### src/rtl/multiplier_pipe.sv
// ---------------------------------------------------------------------------
// multiplier_pipe
//   Stallable, flushable integer multiplier for the ALU execute path.
//   The pipeline is issue -> m2 -> ex. The m2 register holds GROUP-bit
//   partial products of the operand magnitudes. The ex register holds the
//   full, signed-corrected 2*WIDTH product. Result selection and saturation
//   are combinational from the ex register.
//
// Parameters
//   WIDTH   operand / result width (>= 4)
//   GROUP   multiplier (B) bits folded into one partial product; must divide WIDTH
//   INSTR_W instruction tag width; an all-zero tag is a bubble
//
// Ports
//   clk          rising-edge clock
//   rst          asynchronous active-high reset
//   instr        issuing instruction tag (nonzero = valid op)
//   mode         00 unsigned sat, 01 signed sat, 10 low-half wrap, 11 unsigned high half
//   A, B         multiplicand / multiplier
//   stall        hold every pipeline register this cycle
//   flush        kill in-flight ops (wins over stall)
//   product      result of the op in ex (0 for a bubble)
//   ovf          result was clamped or truncated
//   mul_status   {m2 occupied, ex occupied}
//   ex_instr_out tag of the op in ex
// ---------------------------------------------------------------------------

// One partial product: a * b_grp, as a shift-and-add over the GROUP bits.
module multiplier_pipe_pp #(
   parameter int WIDTH = 16,
   parameter int GROUP = 4
) (
   input  logic [WIDTH-1:0]       a,
   input  logic [GROUP-1:0]       b_grp,
   output logic [WIDTH+GROUP-1:0] pp
);
   always_comb begin
      pp = '0;
      for (int j = 0; j < GROUP; j++) begin
         if (b_grp[j]) pp = pp + ({{GROUP{1'b0}}, a} << j);
      end
   end
endmodule

module multiplier_pipe #(
   parameter int WIDTH   = 16,
   parameter int GROUP   = 4,
   parameter int INSTR_W = 16
) (
   input  logic               clk,
   input  logic               rst,
   input  logic [INSTR_W-1:0] instr,
   input  logic [1:0]         mode,
   input  logic [WIDTH-1:0]   A,
   input  logic [WIDTH-1:0]   B,
   input  logic               stall,
   input  logic               flush,
   output logic [WIDTH-1:0]   product,
   output logic               ovf,
   output logic [1:0]         mul_status,
   output logic [INSTR_W-1:0] ex_instr_out
);

   localparam int NPP    = WIDTH / GROUP;
   localparam int PPW    = WIDTH + GROUP;
   localparam int PW     = 2 * WIDTH;
   localparam int STAGES = 2;

   localparam logic [1:0] MODE_USAT = 2'b00;
   localparam logic [1:0] MODE_SSAT = 2'b01;
   localparam logic [1:0] MODE_WRAP = 2'b10;
   localparam logic [1:0] MODE_HIGH = 2'b11;

   generate
      if (WIDTH % GROUP != 0) begin : g_bad_group
         $error("multiplier_pipe: WIDTH must be a multiple of GROUP");
      end
      if (WIDTH < 4) begin : g_bad_width
         $error("multiplier_pipe: WIDTH must be at least 4");
      end
   endgenerate

   typedef struct packed {
      logic [INSTR_W-1:0]        instr;
      logic [1:0]                mode;
      logic                      neg;   // product must be negated in m2->ex
      logic [NPP-1:0][PPW-1:0]   pp;
   } m2_t;

   typedef struct packed {
      logic [INSTR_W-1:0] instr;
      logic [1:0]         mode;
      logic [PW-1:0]      p;
   } ex_t;

   m2_t               m2_q, m2_d;
   ex_t               ex_q, ex_d;
   // vld_pipe[1] = m2 occupied, vld_pipe[2] = ex occupied
   logic [STAGES:1]   vld_pipe;

   // ---------------- issue stage: magnitudes + partial products -----------
   logic                    signed_op;
   logic [WIDTH-1:0]        a_mag, b_mag;
   logic [NPP-1:0][PPW-1:0] pp_s1;

   // In signed mode the partial products work on |A| and |B|. The sign is
   // carried separately. |min| is 2^(WIDTH-1), which still fits as unsigned.
   always_comb begin
      signed_op = (mode == MODE_SSAT);
      a_mag     = (signed_op && A[WIDTH-1]) ? -A : A;
      b_mag     = (signed_op && B[WIDTH-1]) ? -B : B;
   end

   genvar k;
   generate
      for (k = 0; k < NPP; k++) begin : g_pp
         multiplier_pipe_pp #(.WIDTH(WIDTH), .GROUP(GROUP)) u_pp (
            .a     (a_mag),
            .b_grp (b_mag[k*GROUP +: GROUP]),
            .pp    (pp_s1[k])
         );
      end
   endgenerate

   always_comb begin
      m2_d.instr = instr;
      m2_d.mode  = mode;
      m2_d.neg   = signed_op & (A[WIDTH-1] ^ B[WIDTH-1]);
      m2_d.pp    = pp_s1;
   end

   // ---------------- m2 stage: reduce and apply sign ----------------------
   logic [PW-1:0] p_sum;

   always_comb begin
      p_sum = '0;
      for (int i = 0; i < NPP; i++) begin
         p_sum = p_sum + (PW'(m2_q.pp[i]) << (i * GROUP));
      end
      ex_d.instr = m2_q.instr;
      ex_d.mode  = m2_q.mode;
      ex_d.p     = m2_q.neg ? -p_sum : p_sum;
   end

   // ---------------- pipeline registers -----------------------------------
   // Flush clears only the occupancy (tags and valids). The data registers
   // keep their contents because nothing reads them for a bubble.
   always_ff @(posedge clk or posedge rst) begin
      if (rst) begin
         m2_q     <= '0;
         ex_q     <= '0;
         vld_pipe <= '0;
      end else if (flush) begin
         m2_q.instr <= '0;
         ex_q.instr <= '0;
         vld_pipe   <= '0;
      end else if (!stall) begin
         m2_q     <= m2_d;
         ex_q     <= ex_d;
         vld_pipe <= {vld_pipe[1], |instr};
      end
   end

   // ---------------- ex stage: result selection ---------------------------
   logic [WIDTH-1:0] p_hi, p_lo;
   logic [WIDTH:0]   p_top;     // bits that must all match for a signed fit
   logic [WIDTH-1:0] sel_p;
   logic             sel_ovf;

   always_comb begin
      p_hi    = ex_q.p[PW-1:WIDTH];
      p_lo    = ex_q.p[WIDTH-1:0];
      p_top   = ex_q.p[PW-1:WIDTH-1];
      sel_p   = p_lo;
      sel_ovf = 1'b0;
      case (ex_q.mode)
         MODE_USAT: begin
            if (|p_hi) begin
               sel_p   = '1;
               sel_ovf = 1'b1;
            end
         end
         MODE_SSAT: begin
            if (!((&p_top) || !(|p_top))) begin
               sel_ovf = 1'b1;
               sel_p   = ex_q.p[PW-1] ? {1'b1, {(WIDTH-1){1'b0}}}
                                      : {1'b0, {(WIDTH-1){1'b1}}};
            end
         end
         MODE_WRAP: sel_ovf = |p_hi;
         MODE_HIGH: sel_p   = p_hi;
         default:   sel_p   = p_lo;
      endcase
   end

   always_comb begin
      product      = vld_pipe[2] ? sel_p : '0;
      ovf          = vld_pipe[2] & sel_ovf;
      mul_status   = {vld_pipe[1], vld_pipe[2]};
      ex_instr_out = ex_q.instr;
   end

endmodule

### config.mk
export PLATFORM = sky130hd
export DESIGN_NAME = multiplier_pipe
export DESIGN_NICKNAME = d
export VERILOG_FILES = /design/src/rtl/multiplier_pipe.sv
export SDC_FILE = /design/constraint.sdc
export NUM_CORES = 1
export LEC_CHECK = 0
export ABC_AREA = 1
export CORE_MARGIN = 10
export CORE_UTILIZATION = 48
export CTS_CLUSTER_DIAMETER = 80
export DETAILED_ROUTE_END_ITERATION = 12
export PLACE_DENSITY = 0.68
export SYNTH_ARGS = -nofsm -noshare
export SYNTH_HDL_FRONTEND = slang
export SYNTH_SLANG_ARGS = --single-unit
export TNS_END_PERCENT = 10
### constraint.sdc
create_clock -name clk -period 5.4 [get_ports clk]
set_input_delay 1.08 -clock clk [delete_from_list [all_inputs] [get_ports clk]]
set_output_delay 1.08 -clock clk [all_outputs]
set_load 0.02 [all_outputs]
* Word-level counts from Yosys, hierarchy flattened *
Index checks and enable logic that the tools add are counted.

cells by class
  add/sub/neg operators = 18
  equality and inequality tests = 5
  multiplexer cells = 33
  bitwise logic cells = 5
  reductions and logical operators = 10

operator list
  operator                                       number
  2-to-1 mux 20 bit                              12
  2-to-1 mux 16 bit                              12
  2-to-1 mux 99 bit                              1
  adder 20 x 17 -> 20 bit                        4
  adder 20 x 18 -> 20 bit                        4
  adder 20 x 19 -> 20 bit                        4
  2-to-1 mux 50 bit                              1
  one-hot mux 16 bit (3 select lines)            1
  adder 29 x 32 -> 32 bit                        1
  2-to-1 mux 32 bit                              1
  negation 16 bit                                2
  negation 32 bit                                1
  OR reduction 16 bit                            2
  adder 25 x 28 -> 29 bit                        1
  adder 20 x 24 -> 25 bit                        1
  AND reduction 17 bit                           1
  OR reduction 17 bit                            1
  == test 2 x 1 -> 1 bit, second input constant  2
  == test 2 bit, second input constant           2
  2-to-1 mux 2 bit                               2
  one-hot mux 1 bit (3 select lines)             1
  bitwise AND 1 bit                              2
  logical AND 1 bit                              2
  logical NOT 2 bit                              1
  7 further kinds                                9

word-level totals
  flip-flop bits (word level) = 151
  bits of input ports = 54
  output and inout port bits = 35
  logic and storage cells = 82

* Logic depth before layout (Yosys ltp) *
Gate-level depths: netlist (run 1).

  depth in word-level cells = 12
  depth in mapped cells = 48
  gate-level depth less buffers = 46

* By module *
From an unflattened synthesis (run 1), not the netlist that was laid out.

second synthesis, totals
  cell total of the unflattened synthesis = 3921
  area total of the unflattened synthesis = 24129.4 µm²

by module, submodules not included
  module                                 times used  cells each  area each (µm²)  seq. area each (µm²)
  multiplier_pipe                        1           1504        10784.1          3778.6
  multiplier_pipe_pp (g_pp[1].u_pp ...)  2           604         3344.5           0.0
  multiplier_pipe_pp (g_pp[3].u_pp)      1           607         3367.0           0.0
  multiplier_pipe_pp (g_pp[0].u_pp)      1           602         3289.4           0.0

* Worst setup path before layout (run 1) *
OpenSTA, ideal clock, no wires.

  path kind = input-to-reg
  from = in B[0]
  to = reg m2_q[78] (netlist name)
  setup time = 0.138 ns
  data arrival time = 6.938 ns
  required time = 5.262 ns
  setup slack = -1.676 ns
  stages on the path = 45
  path buffers = 2
  cell sequence = inv_1 clkbuf_1 ha_1 nand2_1 o21ai_2 nand3_2 nand2_4 buf_8 clkinv_1 nor2_1 ha_1 inv_1 fa_1 nor2_2 nand2_1 nand2_1 xor2_1 nand2_1 (+9 left out) nand2_1 nand2_1 a21oi_1 or2_2 nand3_1 nand2_1 ha_1 nand2_1 nor3_1 nand3_1 o2111ai_1 nand3_1 nand2_1 a31oi_1 inv_1 a21oi_1 o21ai_0 o221ai_1

between the ends
  longest elaborated chain between the ends = 9

RTL lines
  item                     line  source
  start, declared          55    input logic [WIDTH-1:0] B,
  negation 16 bit (*)      111   b_mag = (signed_op && B[WIDTH-1]) ? -B : B;
  2-to-1 mux 16 bit (*)    111
  2-to-1 mux 16 bit        40    if (b_grp[j]) pp = pp + ({{GROUP{1'b0}}, a} << j);
  adder 20 x 17 -> 20 bit  40
  2-to-1 mux 20 bit        40
  adder 20 x 18 -> 20 bit  40
  2-to-1 mux 20 bit        40
  adder 20 x 19 -> 20 bit  40
  2-to-1 mux 20 bit (*)    40
  end signal, assigned     158   m2_q <= m2_d;
  end, declared            96    m2_t m2_q, m2_d;

Mark *: on every way between the ends. The rest lies on a longest branch, timed or not.
A chain may end at the register's enable or synchronous reset.

* Worst setup path after layout (run 1) *
  from = in mode[1]
  to = reg m2_q[67] (netlist name)

between the ends
  longest elaborated chain between the ends = 10
  elaborated cells between the ends (all ways) = 12
  those cells by class = add/sub (3); eq/ne (1); mux (6); reduce/logical (2)

RTL lines
  item                                         line      source
  start, declared                              53        input logic [1:0] mode,
  == test 2 x 1 -> 1 bit (*)                   109       signed_op = (mode == MODE_SSAT);
  logical AND 1 bit, on equally long branches  110, 111
  2-to-1 mux 16 bit, on equally long branches  110, 111
  2-to-1 mux 16 bit                            40
  adder 20 x 17 -> 20 bit                      40
  2-to-1 mux 20 bit                            40
  adder 20 x 18 -> 20 bit                      40
  2-to-1 mux 20 bit                            40
  adder 20 x 19 -> 20 bit                      40
  2-to-1 mux 20 bit (*)                        40

Marked as above.

==> results_dict.tcl, run 1 <==
set metrics [dict create \
    synth.area.top_cells "dfrtp_1 18%, nand2_1 16%, ha_1 14%, inv_1 7.4%, o21ai_0 6.1%" \
    area_growth_pct 51.7 \
    cp_slowest_stage_delay_ns 0.41 \
    period_share 1.16 \
    cpLargestDelayFamily "buffers and inverters" \
    clkPwrFrac 0.082 \
    async_reset_ff_frac 1.00 \
    rsz0062_at_grt "true" \
    multiInputGateArea_sq_mm 0.0182 \
    cts_max_level 4 \
    root_buffer "clkbuf_16" \
    skew_ns 0.0128 \
    busiest_layer "met2" \
    synthFlopType "dfrtp_1" \
    clk_pin_slew_ns 0.07 \
    core.rowCount 77 \
    postLayoutCellArea_sq_mm 0.0325 \
    cp_common_cell "buf_4" \
    vias 27000 \
    syn_nets 3687 \
    ios 89 \
    crit_required_ns 5.76 \
    worstPathMaxFanout 5 \
    finalHoldViolCount 0 \
    core_area_sq_mm 0.0442 \
    cts_hold_repair.buffers 0 \
    endpoint_kind "flip-flop" \
    arrival_ns 6.63 \
    synth.distinct_cells 69 \
    use_met3 0.0424 \
    met1_usage 0.419 \
    synth_seq_area_share 0.176 \
    cts_buffers 17 \
    antenna_found_initial 0 \
    yosysMostFrequentCell "nand2_1" \
    start_kind "primary input" \
    placement.cell_area_sq_mm 0.0289 \
    diodes 0 \
    first_global_vias 25800 \
    p_total_w 0.0148 \
    ys_seq_elements 151 \
    place_hpwl_mm 70.3 \
    p_leak_nw 16.4 \
    yosys_warnings 0 \
    drtPass1Iterations 6 \
    grt_max_degree 80 \
    switching_share 0.535 \
    maxSlewViolCount 0 \
    path_buf_inv 28 \
    hold_class "reg2reg" \
    nFillCells 3516 \
    routed_via_density 5.57 \
    grt_pass1_wl_mm 138 \
    antenna_left 0 \
    combPwrFrac 0.788 \
    synthCells 3363 \
    fin_ws_ns -0.870 \
    syn-cell-area_sq_mm 0.0215 \
    synth_edf_count 0 \
    synth_top_area_frac 0.176 \
    drt_iter0_markers 2525 \
    maxSlewHeadroom 0.260 \
    synth_commonest_cells "902 x nand2_1, 422 x inv_1, 274 x nor2_1" \
    max_freq_mhz 159 \
    power.density_mw_per_mm2 454 \
    hold_slack_ns 0.501 \
    seq_area_sq_mm 0.00378 \
    path_class "in2reg" \
    setup_tns_ns -25.54 \
    cts_tree "built" \
    p_sw_w 0.00792 \
    crit_path_top_delay_cell "fa_2" \
    p_seq_frac 0.130 \
    clock_latency_ns 0.47 \
    grtUsageMet2 0.525 \
    rr_startpoint "m2_q[33]$_DFFE_PP0P_" \
    worst_hold_startpoint "ex_d[32]$_DFFE_PP0P_" \
    synth_top_area_cell "dfrtp_1" \
    grt_usage 0.323 \
    drive_gt1_frac 0.343 \
    wl_per_cell_microns 18.5 \
    overflow 0 \
    startpoint "mode[1]" \
    routed_wl_mm 89.7 \
    worst_slew_pin_slew_ns 1.11 \
    cell_internal_pwr_w 0.00687 \
    cts.sinks 151 \
    drc 0 \
    gp_congestion 0.981 \
    die-area_sq_mm 0.0536 \
    synth.avg_cell_area_sq_um 6.38 \
    setup_viol 50 \
    die_h_microns 231 \
    port_buffers 88 \
    layout_min_cycle_time_ns 6.27 \
    fin_nets 4555 \
    die_width_microns 231 \
    start_util 0.485 \
    vdd_drop_max_v 0.000405 \
    clockBufferDepth 2 \
    drv_cap 0 \
    violations "setup timing" \
    status "finished, violations left" \
]
==> sequential cells by signal (all words and copies together), names as in the netlist <==
name / flops
ex_q: 34
m2_q: 81
ex_instr_out: 16
vld_pipe: 2
ex_d: 18
==> cell usage in the layout, fill, tap and decap left out, types with 18 or more instances in the layout <==
master / netlist / final
inv_2: 15 / 43
or2_2: 34 / 28
fa_1: 37 / 33
xnor2_1: 29 / 26
o21ai_2: 4 / 45
nand2_4: 5 / 19
nor3_1: 37 / 21
clkdlybuf4s50_1: 0 / 66
nor2_4: 3 / 22
o21ai_0: 260 / 174
a21oi_2: 0 / 73
o211ai_1: 18 / 18
nand3_2: 8 / 29
inv_1: 422 / 381
nor2_2: 11 / 43
nand2_1: 902 / 840
nand2_2: 20 / 66
nand4_1: 43 / 43
a21oi_1: 237 / 161
buf_4: 17 / 812
nand3_1: 204 / 181
ha_1: 233 / 148
o21ai_1: 26 / 66
xor2_1: 67 / 59
dfrtp_1: 151 / 151
nor2_1: 274 / 223
ha_4: 0 / 79
buf_6: 2 / 24
==> layout make-up <==
type | instances | area share
sequential | 151 | 0.116
clock inverter | 15 | 0.00542
clock buffer | 17 | 0.0131
timing repair buffer | 936 | 0.229
inverter | 444 | 0.0534
multi-input combinational | 2681 | 0.560
tap | 592 | 0.0228
==> cells by family (layout without fill, tap and decap cells) <==
kind of cell / count (synthesis) / after routing / synth area share
buffers and inverters: 531 / 1412 / 0.0978
DFF: 151 / 151 / 0.176
muxes: 3 / 3 / 0.00140
adders and majority gates: 270 / 270 / 0.170
AOI/OAI and AO/OA: 716 / 716 / 0.192
xor gates and xnor gates: 101 / 101 / 0.0430
and+or+nand+nor: 1591 / 1591 / 0.319
==> power groups by stage <==
stage	logic (W)	clock network [W]	registers (W)
4_1_cts	0.0111	0.00123	0.00190
6_report	0.0117	0.00122	0.00192
3_5_place_dp	0.0104	0	0.00191
2_1_floorplan	0.00677	0	0.00167
5_1_grt	0.0128	0.00128	0.00193
3_3_place_gp	0.0101	0	0.00190
==> final timing paths <==
path	to	slack, ns	cells past startpoint
worst max-delay path	m2_q[67]$_DFFE_PP0P_	-0.87	47
worst min-delay path	ex_d[32]$_DFFE_PP0P_	0.50	2
worst max register to register	ex_q[25]$_DFFE_PP0P_	1.34	20
worst min register to register	ex_d[32]$_DFFE_PP0P_	0.50	2
max in group asynchronous	m2_q[21]$_DFFE_PP0P_	3.42	3
min in group asynchronous	ex_q[13]$_DFFE_PP0P_	1.09	2
==> worst register-to-register path: cells and delay by family (launching register included) <==
| family | cells | cell delay, ns |
|---|---|---|
| AOI/OAI and AO/OA | 3 | 0.62 |
| xor gates and xnor gates | 1 | 0.23 |
| adders and majority gates | 3 | 1.40 |
| buffers and inverters | 2 | 0.16 |
| DFF | 1 | 0.48 |
| and+or+nand+nor | 11 | 1.07 |
==> routing by layer <==
metal / share of wire / routed length, microns / up-vias
met3: 0.072 / 6440 / 245
li1: - / - / 13000
met4: 0.050 / 4520 / 0
met2: 0.46 / 40900 / 1094
met5: 0 / 0 / -
met1: 0.42 / 37900 / 12600
==> metrics by stage <==
stage / setup slack, ns / instances / utilization
floorplan: -0.858 / 3363 / -
global placement: -1.98 / 4709 / 0.652
detailed placement: -1.92 / 4709 / 0.652
CTS: -0.739 / 4816 / 0.716
global route: -1.05 / 4836 / 0.736
finish: -0.870 / 4836 / 0.736
==> timing repair <==
item                                    CTS  global route
endpoints found under the setup margin   58            56
gates cloned                              0             0
buffers inserted                         76            22
pin swaps                               197            92
resized for setup                       440           169
Power figures use the tool's default switching activity.
==> run 2, diff against run 1 <==
--- a/config.mk
+++ b/config.mk
@@ -10,6 +10,7 @@
 export CORE_UTILIZATION = 48
 export CTS_CLUSTER_DIAMETER = 80
 export DETAILED_ROUTE_END_ITERATION = 12
+export GPL_TIMING_DRIVEN = 1
 export PLACE_DENSITY = 0.68
 export SYNTH_ARGS = -nofsm -noshare
 export SYNTH_HDL_FRONTEND = slang
==> results of run 2 <==
Same layout as run 1: the final DEF is identical, and so are final timing and power.
